`src/rtl/guess_entry_pkg.sv`:
```
// rtl/guess_entry_pkg.sv - shared constants and state encoding for the guess entry front-end
package guess_entry_pkg;

  localparam int NUM_DIGITS = 4;
  localparam int DIGIT_W    = 4;
  localparam int CNT_W      = 3;
  localparam int HOLD_W     = 4;

  typedef enum logic [1:0] {
    ENTRY = 2'd0,
    FULL  = 2'd1,
    LOCK  = 2'd2
  } entry_state_t;

  function automatic logic code_legal(input logic [DIGIT_W-1:0] code, input int max_digit);
    return int'(code) <= max_digit;
  endfunction

endpackage

```
`src/rtl/guess_entry_if.sv`:
```
// rtl/guess_entry_if.sv - keypad inputs and game-core outputs of the guess entry block
interface guess_entry_if;

  logic [guess_entry_pkg::DIGIT_W-1:0] key_code;
  logic                                key_valid;
  logic                                key_back;
  logic                                key_enter;
  logic [guess_entry_pkg::DIGIT_W-1:0] ans0;
  logic [guess_entry_pkg::DIGIT_W-1:0] ans1;
  logic [guess_entry_pkg::DIGIT_W-1:0] ans2;
  logic [guess_entry_pkg::DIGIT_W-1:0] ans3;
  logic [guess_entry_pkg::CNT_W-1:0]   digit_cnt;
  logic                                enter;
  logic                                reject;
  logic                                locked;

  modport master (
    output key_code, key_valid, key_back, key_enter,
    input  ans0, ans1, ans2, ans3, digit_cnt, enter, reject, locked
  );

  modport slave (
    input  key_code, key_valid, key_back, key_enter,
    output ans0, ans1, ans2, ans3, digit_cnt, enter, reject, locked
  );

endinterface

```
`src/rtl/guess_entry_edge_pulse.sv`:
```
// rtl/guess_entry_edge_pulse.sv - rising-edge detector whose history resets high
module guess_entry_edge_pulse (
  input  logic clk,
  input  logic reset,
  input  logic level,
  output logic rise
);

  logic prev;

  // Resetting history to 1 keeps a button held through reset from firing.
  always_ff @(posedge clk) begin
    if (reset) begin
      prev <= 1'b1;
    end else begin
      prev <= level;
    end
  end

  assign rise = level & ~prev;

endmodule

```
`src/rtl/guess_entry.sv`:
```
// rtl/guess_entry.sv - 4-digit keypad entry with backspace, gated commit and hold-off lockout
module guess_entry
  import guess_entry_pkg::*;
#(
  parameter int HOLDOFF   = 3,
  parameter int MAX_DIGIT = 9
) (
  input  logic          clka,
  input  logic          reset,
  guess_entry_if.slave  bus
);

  entry_state_t             state_q, state_n;
  logic [HOLD_W-1:0]        hold_q, hold_n;
  logic [CNT_W-1:0]         cnt_q, cnt_n;
  logic [DIGIT_W-1:0]       ans_q [NUM_DIGITS];
  logic [DIGIT_W-1:0]       ans_n [NUM_DIGITS];
  logic                     enter_q, enter_n;
  logic                     reject_q, reject_n;
  logic                     enter_rise;
  logic [1:0]               wr_idx;
  logic [1:0]               bk_idx;

  guess_entry_edge_pulse u_enter_edge (
    .clk   (clka),
    .reset (reset),
    .level (bus.key_enter),
    .rise  (enter_rise)
  );

  assign wr_idx = cnt_q[1:0];
  assign bk_idx = cnt_q[1:0] - 2'd1;

  always_ff @(posedge clka) begin
    if (reset) begin
      state_q  <= ENTRY;
      hold_q   <= '0;
      cnt_q    <= '0;
      enter_q  <= 1'b0;
      reject_q <= 1'b0;
      for (int i = 0; i < NUM_DIGITS; i++) begin
        ans_q[i] <= '0;
      end
    end else begin
      state_q  <= state_n;
      hold_q   <= hold_n;
      cnt_q    <= cnt_n;
      enter_q  <= enter_n;
      reject_q <= reject_n;
      for (int i = 0; i < NUM_DIGITS; i++) begin
        ans_q[i] <= ans_n[i];
      end
    end
  end

  always_comb begin
    state_n  = state_q;
    hold_n   = hold_q;
    cnt_n    = cnt_q;
    enter_n  = 1'b0;
    reject_n = 1'b0;
    for (int i = 0; i < NUM_DIGITS; i++) begin
      ans_n[i] = ans_q[i];
    end

    case (state_q)
      LOCK: begin
        if (hold_q <= HOLD_W'(1)) begin
          state_n = ENTRY;
          hold_n  = '0;
        end else begin
          hold_n = hold_q - HOLD_W'(1);
        end
      end

      ENTRY, FULL: begin
        // One action per cycle: commit beats backspace beats new digit.
        if (enter_rise) begin
          if (state_q == FULL) begin
            enter_n = 1'b1;
            cnt_n   = '0;
            state_n = LOCK;
            hold_n  = HOLD_W'(HOLDOFF);
          end else begin
            reject_n = 1'b1;
          end
        end else if (bus.key_back) begin
          if (cnt_q != '0) begin
            ans_n[bk_idx] = '0;
            cnt_n         = cnt_q - CNT_W'(1);
            state_n       = ENTRY;
          end else begin
            reject_n = 1'b1;
          end
        end else if (bus.key_valid) begin
          if (!code_legal(bus.key_code, MAX_DIGIT) || state_q == FULL) begin
            reject_n = 1'b1;
          end else begin
            // First digit after a commit wipes the stale tail of the last entry.
            if (cnt_q == '0) begin
              for (int i = 1; i < NUM_DIGITS; i++) begin
                ans_n[i] = '0;
              end
            end
            ans_n[wr_idx] = bus.key_code;
            cnt_n         = cnt_q + CNT_W'(1);
            if (cnt_q == CNT_W'(NUM_DIGITS - 1)) begin
              state_n = FULL;
            end
          end
        end
      end

      default: begin
        state_n = ENTRY;
        cnt_n   = '0;
      end
    endcase
  end

  assign bus.ans0      = ans_q[0];
  assign bus.ans1      = ans_q[1];
  assign bus.ans2      = ans_q[2];
  assign bus.ans3      = ans_q[3];
  assign bus.digit_cnt = cnt_q;
  assign bus.enter     = enter_q;
  assign bus.reject    = reject_q;
  assign bus.locked    = (state_q == LOCK);

endmodule

```
`src/flat_wrapper.sv`:
```
// flat-port wrapper written by rule: the top's interface ports become plain ports
module guess_entry_flat import guess_entry_pkg::*;
#(
  parameter int HOLDOFF   = 3,
  parameter int MAX_DIGIT = 9
)
  (clka, reset, bus_key_code, bus_key_valid, bus_key_back, bus_key_enter, bus_ans0, bus_ans1, bus_ans2, bus_ans3, bus_digit_cnt, bus_enter, bus_reject, bus_locked);
  guess_entry_if bus_i ();
  input  logic clka;
  input  logic reset;
  input wire logic [$bits(bus_i.key_code)-1:0] bus_key_code;
  input wire logic [$bits(bus_i.key_valid)-1:0] bus_key_valid;
  input wire logic [$bits(bus_i.key_back)-1:0] bus_key_back;
  input wire logic [$bits(bus_i.key_enter)-1:0] bus_key_enter;
  output wire logic [$bits(bus_i.ans0)-1:0] bus_ans0;
  output wire logic [$bits(bus_i.ans1)-1:0] bus_ans1;
  output wire logic [$bits(bus_i.ans2)-1:0] bus_ans2;
  output wire logic [$bits(bus_i.ans3)-1:0] bus_ans3;
  output wire logic [$bits(bus_i.digit_cnt)-1:0] bus_digit_cnt;
  output wire logic [$bits(bus_i.enter)-1:0] bus_enter;
  output wire logic [$bits(bus_i.reject)-1:0] bus_reject;
  output wire logic [$bits(bus_i.locked)-1:0] bus_locked;
  assign bus_i.key_code = bus_key_code;
  assign bus_i.key_valid = bus_key_valid;
  assign bus_i.key_back = bus_key_back;
  assign bus_i.key_enter = bus_key_enter;
  assign bus_ans0 = bus_i.ans0;
  assign bus_ans1 = bus_i.ans1;
  assign bus_ans2 = bus_i.ans2;
  assign bus_ans3 = bus_i.ans3;
  assign bus_digit_cnt = bus_i.digit_cnt;
  assign bus_enter = bus_i.enter;
  assign bus_reject = bus_i.reject;
  assign bus_locked = bus_i.locked;
  guess_entry #(.HOLDOFF(HOLDOFF), .MAX_DIGIT(MAX_DIGIT)) u_core (.clka(clka), .reset(reset), .bus(bus_i));
endmodule
```
`config.mk`:
```
export PLATFORM = sky130hd
export DESIGN_NAME = guess_entry_flat
export DESIGN_NICKNAME = d
export VERILOG_FILES = /design/src/rtl/guess_entry_pkg.sv /design/src/rtl/guess_entry_if.sv /design/src/rtl/guess_entry_edge_pulse.sv /design/src/rtl/guess_entry.sv /design/src/flat_wrapper.sv
export SDC_FILE = /design/constraint.sdc
export NUM_CORES = 1
export LEC_CHECK = 0
export ABC_CLOCK_PERIOD_IN_PS = 2300
export CORE_ASPECT_RATIO = 1.4
export CORE_UTILIZATION = 35
export DETAILED_ROUTE_END_ITERATION = 8
export PLACE_DENSITY = 0.7
export SYNTH_ARGS = -nofsm -noshare
export SYNTH_HDL_FRONTEND = slang
export SYNTH_SLANG_ARGS = --single-unit
export TNS_END_PERCENT = 30
```
`constraint.sdc`:
```
create_clock -name clka -period 2.3 [get_ports clka]
set_input_delay 0.345 -clock clka [delete_from_list [all_inputs] [get_ports clka]]
set_output_delay 0.345 -clock clka [all_outputs]
set_load 0.05 [all_outputs]
```
### Word level (Yosys, flattened, before mapping)

Memories as Yosys holds them, arrays and structs flattened.
Cells that the tools add are included.

* register bits after elaboration: 12
* input bits: 9
* memory bits (writable): 16
* memories: 1
* output and inout port bits: 22
* word-level logic and storage cells: 106

Memories
* u_core.ans_q: depth 4, width 4, read ports 4, clocked after Yosys merged registers in 0, wr ports 4, RTL line guess_entry.sv:16 `logic [DIGIT_W-1:0] ans_q [NUM_DIGITS];`

* $lt $le $gt $ge: 6
* mux-type cells: 51
* reductions and logical operators: 14
* bitwise operators: 13
* equality and inequality tests: 11
* add/subtract/negate cells: 4

Operators by type and width (number)
* 16-bit 2-to-1 mux: 6
* 12-bit 2-to-1 mux: 6
* 4-bit 2-to-1 mux: 9
* 3-bit 2-to-1 mux: 6
* 16-bit AND: 1
* 16-bit bitwise mux: 1
* 4-bit demux with 2-bit select: 2
* 2-bit 2-to-1 mux: 8
* 16-bit NOT: 1
* 1-bit 2-to-1 mux: 10
* 4-bit by 2-bit != test with 1-bit output, second input constant: 2
* 4-bit by 3-bit != test with 1-bit output, second input constant: 2
* 4-bit one-hot mux with 2 select lines: 1
* 3-bit >= comparator, second input constant: 2
* 3-bit by 1-bit less-than comparator with 1-bit output, second input constant: 2
* 2-bit by 1-bit != test with 1-bit output, second input constant: 3
* 2-bit NOT with 3-bit output: 2
* 3-bit one-hot mux with 2 select lines: 1
* 6-bit AND reduction: 1
* 5-bit AND reduction: 1
* 4-bit by 1-bit less-or-equal comparator with 1-bit output, second input constant: 1
* 4-bit less-or-equal comparator, second input constant: 1
* 1-bit NOT: 4
* 1-bit bitwise OR: 4
* other kinds (20): 22

### Depth between registers and ports, before layout

* word-level depth: 15
* mapped depth: 6
* gate-level depth less buffers: 6

### By module

From an unflattened synthesis, not the netlist that was laid out.

* cell total of the unflattened synthesis: 155
* area total of the unflattened synthesis: 1418.9 µm²

Modules (own cells, without submodules)
* guess_entry: seq. area each 540.5 µm², area each 1386.3 µm², instances 1, cells each 152
* guess_entry_edge_pulse: seq. area each 20.0 µm², area each 32.5 µm², instances 1, cells each 3

### Least setup slack after synthesis

Ideal clock, no wire load.

* path kind: register to register
* from: register u_core.cnt_q[2] (netlist: u_core.bus.digit_cnt[2])
* to: memory u_core.ans_q[1][3]
* setup time: 0.123 ns
* period minus slack after synthesis: 1.788 ns
* cell stages (with the launch flop): 6
* data required time: 2.177 ns
* setup slack: 0.512 ns
* path buffers: 1
* arrival: 1.665 ns
* cells stage by stage: dfxtp_1 > buf_2 > nor3b_1 > a21oi_1 > o221ai_4 > mux2_1

RTL lines
* start: declaration: RTL line guess_entry.sv:15 `logic [CNT_W-1:0] cnt_q, cnt_n;`
* start signal: assignment: RTL line guess_entry.sv:47 `cnt_q <= cnt_n;`
* end: declaration: RTL line guess_entry.sv:16

### Final worst setup path

* from: register u_core.cnt_q[2] (netlist: u_core.bus.digit_cnt[2])
* to: output port bus_digit_cnt[2]

RTL lines
* end: declaration: RTL line flat_wrapper.sv:19 `output wire logic [$bits(bus_i.digit_cnt)-1:0] bus_digit_cnt;`

No word-level cell between the ends.

==> impl_metrics.json <==
{
  "drt-vias-per-instance": 5.354,
  "p_leak_nw": 0.7291,
  "finClkSkew_ps": 2.188,
  "path_class": "reg2out",
  "clkLatencyLatePin_ps": 270,
  "die_h_um": 81.51,
  "grtUsageTotal_pct": 16.35,
  "post-route-period-util_pct": 92.03,
  "design_area_mm2": 0.002024,
  "yosysTopAreaCellShare_pct": 35.47,
  "end_kind": "output pin",
  "post_cts_buffers": 0,
  "place_area_mm2": 0.001967,
  "post-route-drc-count": 0,
  "start_util_pct": 36.97,
  "postRouteAntennaNets": 0,
  "rsz0062_at_grt": "false",
  "clk_pin_slew_ps": 100,
  "core_mm2": 0.004274,
  "dieArea_mm2": 0.004792,
  "path_cells": "clkdlybuf4s50_1",
  "drt_iter0_markers": 77,
  "wl_per_cell_um": 13.89,
  "synth-seq-cells": 28,
  "cp.buffers_inverters": 1,
  "grt_first_pass_wirelength_um": 6244,
  "yosysSeqAreaShare_pct": 35.47,
  "rows": 28,
  "startpoint_type": "flip-flop",
  "routed_wl_um": 3847,
  "final.min_clock_period_ps": 2117,
  "clockPowerShare_pct": 27.5,
  "pre_cts_ws_ps": 129.0,
  "p_switching_w": 0.0003582,
  "synth_area_mm2": 0.001580,
  "synth-edff-count": 0,
  "detailed_place_hpwl_um": 2797,
  "critPathArrivalTime_ps": 1770,
  "ys.flop_type": "dfxtp_1",
  "comb_power_share_pct": 25.8,
  "layout_setup_ws_ps": 183.4,
  "relSlewSlack_pct": 52.92,
  "intPower_w": 0.0007681,
  "synth-async-reset-ratio_pct": 0,
  "die_w_um": 58.79,
  "synth_cell_types": 54,
  "drv_slew": 0,
  "critical-path-max-stage-delay_ps": 890,
  "yosysMostFrequentCell": "dfxtp_1",
  "synthesis.instances": 186,
  "grt_antenna_before_repair": 0,
  "cts_tree": "done",
  "finalSetupTns_ps": 0,
  "grt_max_degree": 26,
  "status": "complete, no violations",
  "area_growth_pct": 28.11,
  "drv_cap": 0,
  "worstPathMaxFanout": 11,
  "tightest_slew_ps": 705.3,
  "path_delay_family": "buffers and inverters",
  "ys_warn_count": 0,
  "ios": 31,
  "cts_max_path_buffers": 2,
  "fin_nets": 230,
  "io_buffer_count": 30,
  "cts_htree_levels": 1,
  "first_pass_iters": 4,
  "netSwitchingFraction_pct": 31.80,
  "grt_pass1_vias": 1379,
  "power_density_mw_per_mm2": 556.3,
  "num_vias": 1483,
  "seqPwrFrac_pct": 46.7,
  "synth_nets": 198,
  "synthTopCellsByCount": "dfxtp_1, nand2_1, a21oi_1, inv_1, nor2_1",
  "gp_congestion": 0.8783,
  "timing.fmax_mhz": 472.4,
  "clock-sinks": 28,
  "synth_area_leaders": "dfxtp_1, nand2_1, a21oi_1, o32ai_1, or3_1",
  "crit_required_ps": 1960,
  "cp_slowest_cell": "clkdlybuf4s50_1",
  "cts_buffers": 3,
  "gr-total-overflow": 0,
  "num_antenna_cells": 0,
  "hold_viol": 0,
  "final-setup-viol-count": 0,
  "hold_path.class": "reg2reg",
  "drive_gt1_share_pct": 10.14,
  "syn_area_per_cell_um2": 8.496,
  "root_buffer": "clkbuf_8",
  "ir_worst_vdd_mv": 0.2243,
  "yosysTopAreaCell": "dfxtp_1"
}
path summary, 6_finish.rpt:
check / from / endpoint / slack, ps / cells after the start
worst max-delay path: u_core.bus.digit_cnt[2] / bus_digit_cnt[2] / 180 / 1
worst min-delay path: u_core.ans_q[0][2] / u_core.ans_q[0][2] / 470 / 1
worst max register to register: u_core.bus.digit_cnt[0] / u_core.ans_q[3][3] / 500 / 4
worst min register to register: u_core.ans_q[0][2] / u_core.ans_q[0][2] / 470 / 1
registers in the layout, indices dropped and copies added, names as in the netlist:
name and cells:
u_core.bus.reject 1, u_core.bus.enter 1, u_core.state_q 2, u_core.ans_q 16
u_core.bus.digit_cnt 3, u_core.hold_q 4, u_core.u_enter_edge.prev 1
routing by layer:
layer	routed length, µm	global-route usage (%)
met1	1691	19.06
met2	2055	30.45
met3	89	1.732
met4	11	5.476
met5	0	0
stage by stage:
stage,std cells,utilization [%],total power [W],hold slack [ps]
4_1_cts,277,47.31,0.001135,476.6
3_5_place_dp,273,46.02,0.0008270,454.4
2_1_floorplan,186,-,0.0007349,451.6
6_report,277,47.37,0.001126,471.1
5_1_grt,277,47.37,0.001182,495.4
3_3_place_gp,273,46.02,0.0008249,450.3
cell families after synthesis:
kind of cell / after synthesis / share of synthesized area, %
DFF: 28 / 35.47
AOI/OAI and AO/OA: 52 / 25.10
and+or+nand+nor: 76 / 27.08
xor gates and xnor gates: 1 / 0.5543
buffers and inverters: 21 / 5.621
adders and majority gates: 3 / 2.850
muxes: 5 / 3.325
what timing repair did:
item | CTS | global route
gates resized for setup | 0 | 1
endpoints found under the hold margin | 0 | 0
setup endpoints to repair | 0 | 1
hold buffers | 0 | 0
cells in the final DEF, fill, tap and decap left out, types with 3 or more instances in the layout:
master,count
a21oi_1,11
nand3_1,4
buf_4,6
o21ai_0,6
clkbuf_8,4
dfxtp_1,28
clkdlybuf4s50_1,28
mux2i_1,3
nor2b_1,5
inv_1,11
nand3b_1,3
or3_1,7
nor2_1,10
o21ai_1,3
o22ai_1,3
nor3_1,3
and3_1,4
nand4_1,6
o211ai_1,3
nand2_1,18
o32ai_1,5
a2bb2o_1,3
nand2b_1,3
o2111ai_1,3
area by class of cell:
cell class                 instances  area, µm²
fill                             431       2250
multi-input combinational        137      930.9
sequential                        28      560.5
timing repair buffer              36      357.8
tap                               60      75.07
clock buffer                       4      55.05
inverter                          12      45.04
power groups by stage:
stage	clock, W	sequential [W]	combinational, W
floorplan	0	0.000581	0.000154
global placement	0	0.000537	0.000288
detailed placement	0	0.000537	0.000290
CTS	0.000319	0.000526	0.000291
global route	0.000339	0.000530	0.000313
finish	0.000309	0.000526	0.000291
Note: power is estimated with default switching activity, not from simulation.
==> patch: new RTL, same flow settings <==
The 3 states of `entry_state_t` get a one-hot encoding in 3 bits.
--- a/src/rtl/guess_entry_pkg.sv
+++ b/src/rtl/guess_entry_pkg.sv
@@ -6,10 +6,10 @@
   localparam int CNT_W      = 3;
   localparam int HOLD_W     = 4;
 
-  typedef enum logic [1:0] {
-    ENTRY = 2'd0,
-    FULL  = 2'd1,
-    LOCK  = 2'd2
+  typedef enum logic [2:0] {
+    ENTRY = 3'b001,
+    FULL  = 3'b010,
+    LOCK  = 3'b100
   } entry_state_t;
 
   function automatic logic code_legal(input logic [DIGIT_W-1:0] code, input int max_digit);
Behaviour: same outputs for any inputs over 10 cycles, from zero or initial values and one cycle with reset high; not proved beyond that.
==> patch against the original RTL <==
  * Worst setup slack improved by 0.094 ns
  * Cell area fell by 2.0%
  * Sequential cell count rose by 1
  * Area after synthesis fell by 2.9%
  * Count of clock-buffer cells in the layout rose by 3
  * Wire length fell by 11%
Power is not compared: it rests on default switching activity, and its combinational part moved more than twofold at a synthesized area within 25%.
==> patch: results <==
group,metric,value,unit
run_status,status,"complete, no violations",
synth,syn_nets,170,
clock_network,cts_buffers,5,
layout,final_nets,204,
placement,gp_congestion,0.787,
detailed_routing,first_iter_violations,53,
detailed_routing,viasPerCell,5.48,
layout,fillers,425,
synth,synth_common_cells,"dfxtp_1, o2bb2ai_1, nand2_1",
grt,track_usage,16.2,%
grt,grt_pass1_vias,1318,
detailed_routing,finalWirelength,3440,um
critical_path,critPathArrivalTime,1.68,ns
synth,synth_compound_area_share,27.1,%
grt,grt_max_degree,19,
clock_network,htree_levels,2,
synth,synth_xor_area_share,3.50,%
layout,layout-drive-gt1-share,18.1,%
clock_network,clkSlewWorstSetupHoldPaths,0.06,ns
synth,ys_top_cells_by_area,"dfxtp_1, o2bb2ai_1, nand2_1, a211oi_1, nor2_1",
critical_path,slowest_delay,0.87,ns
timing,max-slew-margin-rel,63.7,%
synth,synth.yosys.seq_area_share,37.8,%
placement,hpwl,2570,um
grt,grt_pass1_wl,5710,um
## patch: cell types whose count changed in the layout (fill, tap and decap cells not counted), moves of 4 or more
cell / before / now
a21oi_2: 0 / 4
nand4_1: 6 / 0
o2bb2ai_1: 0 / 16
a21oi_1: 11 / 6
nand2_1: 18 / 11
nor2b_1: 5 / 0
inv_1: 11 / 6
or3_1: 7 / 0
o32ai_1: 5 / 0
a211oi_1: 0 / 5
## patch: logic make-up (layout without fill, tap and decap cells)
group | count (synthesis) | after routing
fa+ha+maj | 3 | 3
mux | 3 | 3
simple gates | 51 | 51
xor+xnor | 4 | 4
compound gates | 52 | 52
flops | 29 | 29
buf+inv | 16 | 51
## patch: layout make-up
type / count / area [sq um] / share of cell area (%)
Clock buffer: 7 / 86.3 / 4.35
Clock inverter: 1 / 30.0 / 1.51
Tap cell: 45 / 56.3 / 2.84
Sequential cell: 29 / 581 / 29.3
Timing Repair Buffer: 37 / 350 / 17.7
Multi-Input combinational cell: 113 / 857 / 43.2
Inverter: 6 / 22.5 / 1.14
## patch: stage by stage
stage / util (%) / setup slack, ns / hold WS (ns) / total power, W / cells
finish: 47.2 / 0.277 / 0.464 / 0.00204 / 238
global route: 47.2 / 0.239 / 0.480 / 0.00215 / 238
CTS: 47.2 / 0.264 / 0.472 / 0.00207 / 238
detailed placement: 44.4 / 0.201 / 0.447 / 0.00152 / 230
global placement: 44.4 / 0.178 / 0.453 / 0.00152 / 230
floorplan: - / 0.226 / 0.452 / 0.00132 / 158
## patch: per-layer routing
metal / global-route usage (%) / share of wire (%) / vias up
li1: - / - / 651
met1: 16.4 / 43 / 613
met2: 29.4 / 50 / 30
met3: 4.19 / 3.8 / 10
met4: 9.05 / 2.9 / 0
met5: 0 / 0 / -
## patch: path summary, 6_finish.rpt
kind / slack [ns] / start / to / cells past startpoint
setup / recovery: 0.28 / u_core.bus.digit_cnt[2]$_SDFFE_PP0P_ / bus_digit_cnt[2] / 1
hold / removal: 0.46 / u_core.ans_q[1][1]$_SDFFE_PP0P_ / u_core.ans_q[1][1]$_SDFFE_PP0P_ / 1
setup reg to reg: 0.36 / u_core.state_q[1]$_SDFFE_PP0P_ / u_core.state_q[1]$_SDFFE_PP0P_ / 5
hold reg to reg: 0.46 / u_core.ans_q[1][1]$_SDFFE_PP0P_ / u_core.ans_q[1][1]$_SDFFE_PP0P_ / 1
## patch: report_power, final
| part | leakage [nW] | internal, W | switching, W | total [W] |
|---|---|---|---|---|
| clock | 0.0585 | 0.000353 | 0.000186 | 0.000538 |
| combinational | 0.424 | 0.000362 | 0.000488 | 0.000850 |
| sequential | 0.235 | 0.000557 | 0.0000962 | 0.000653 |
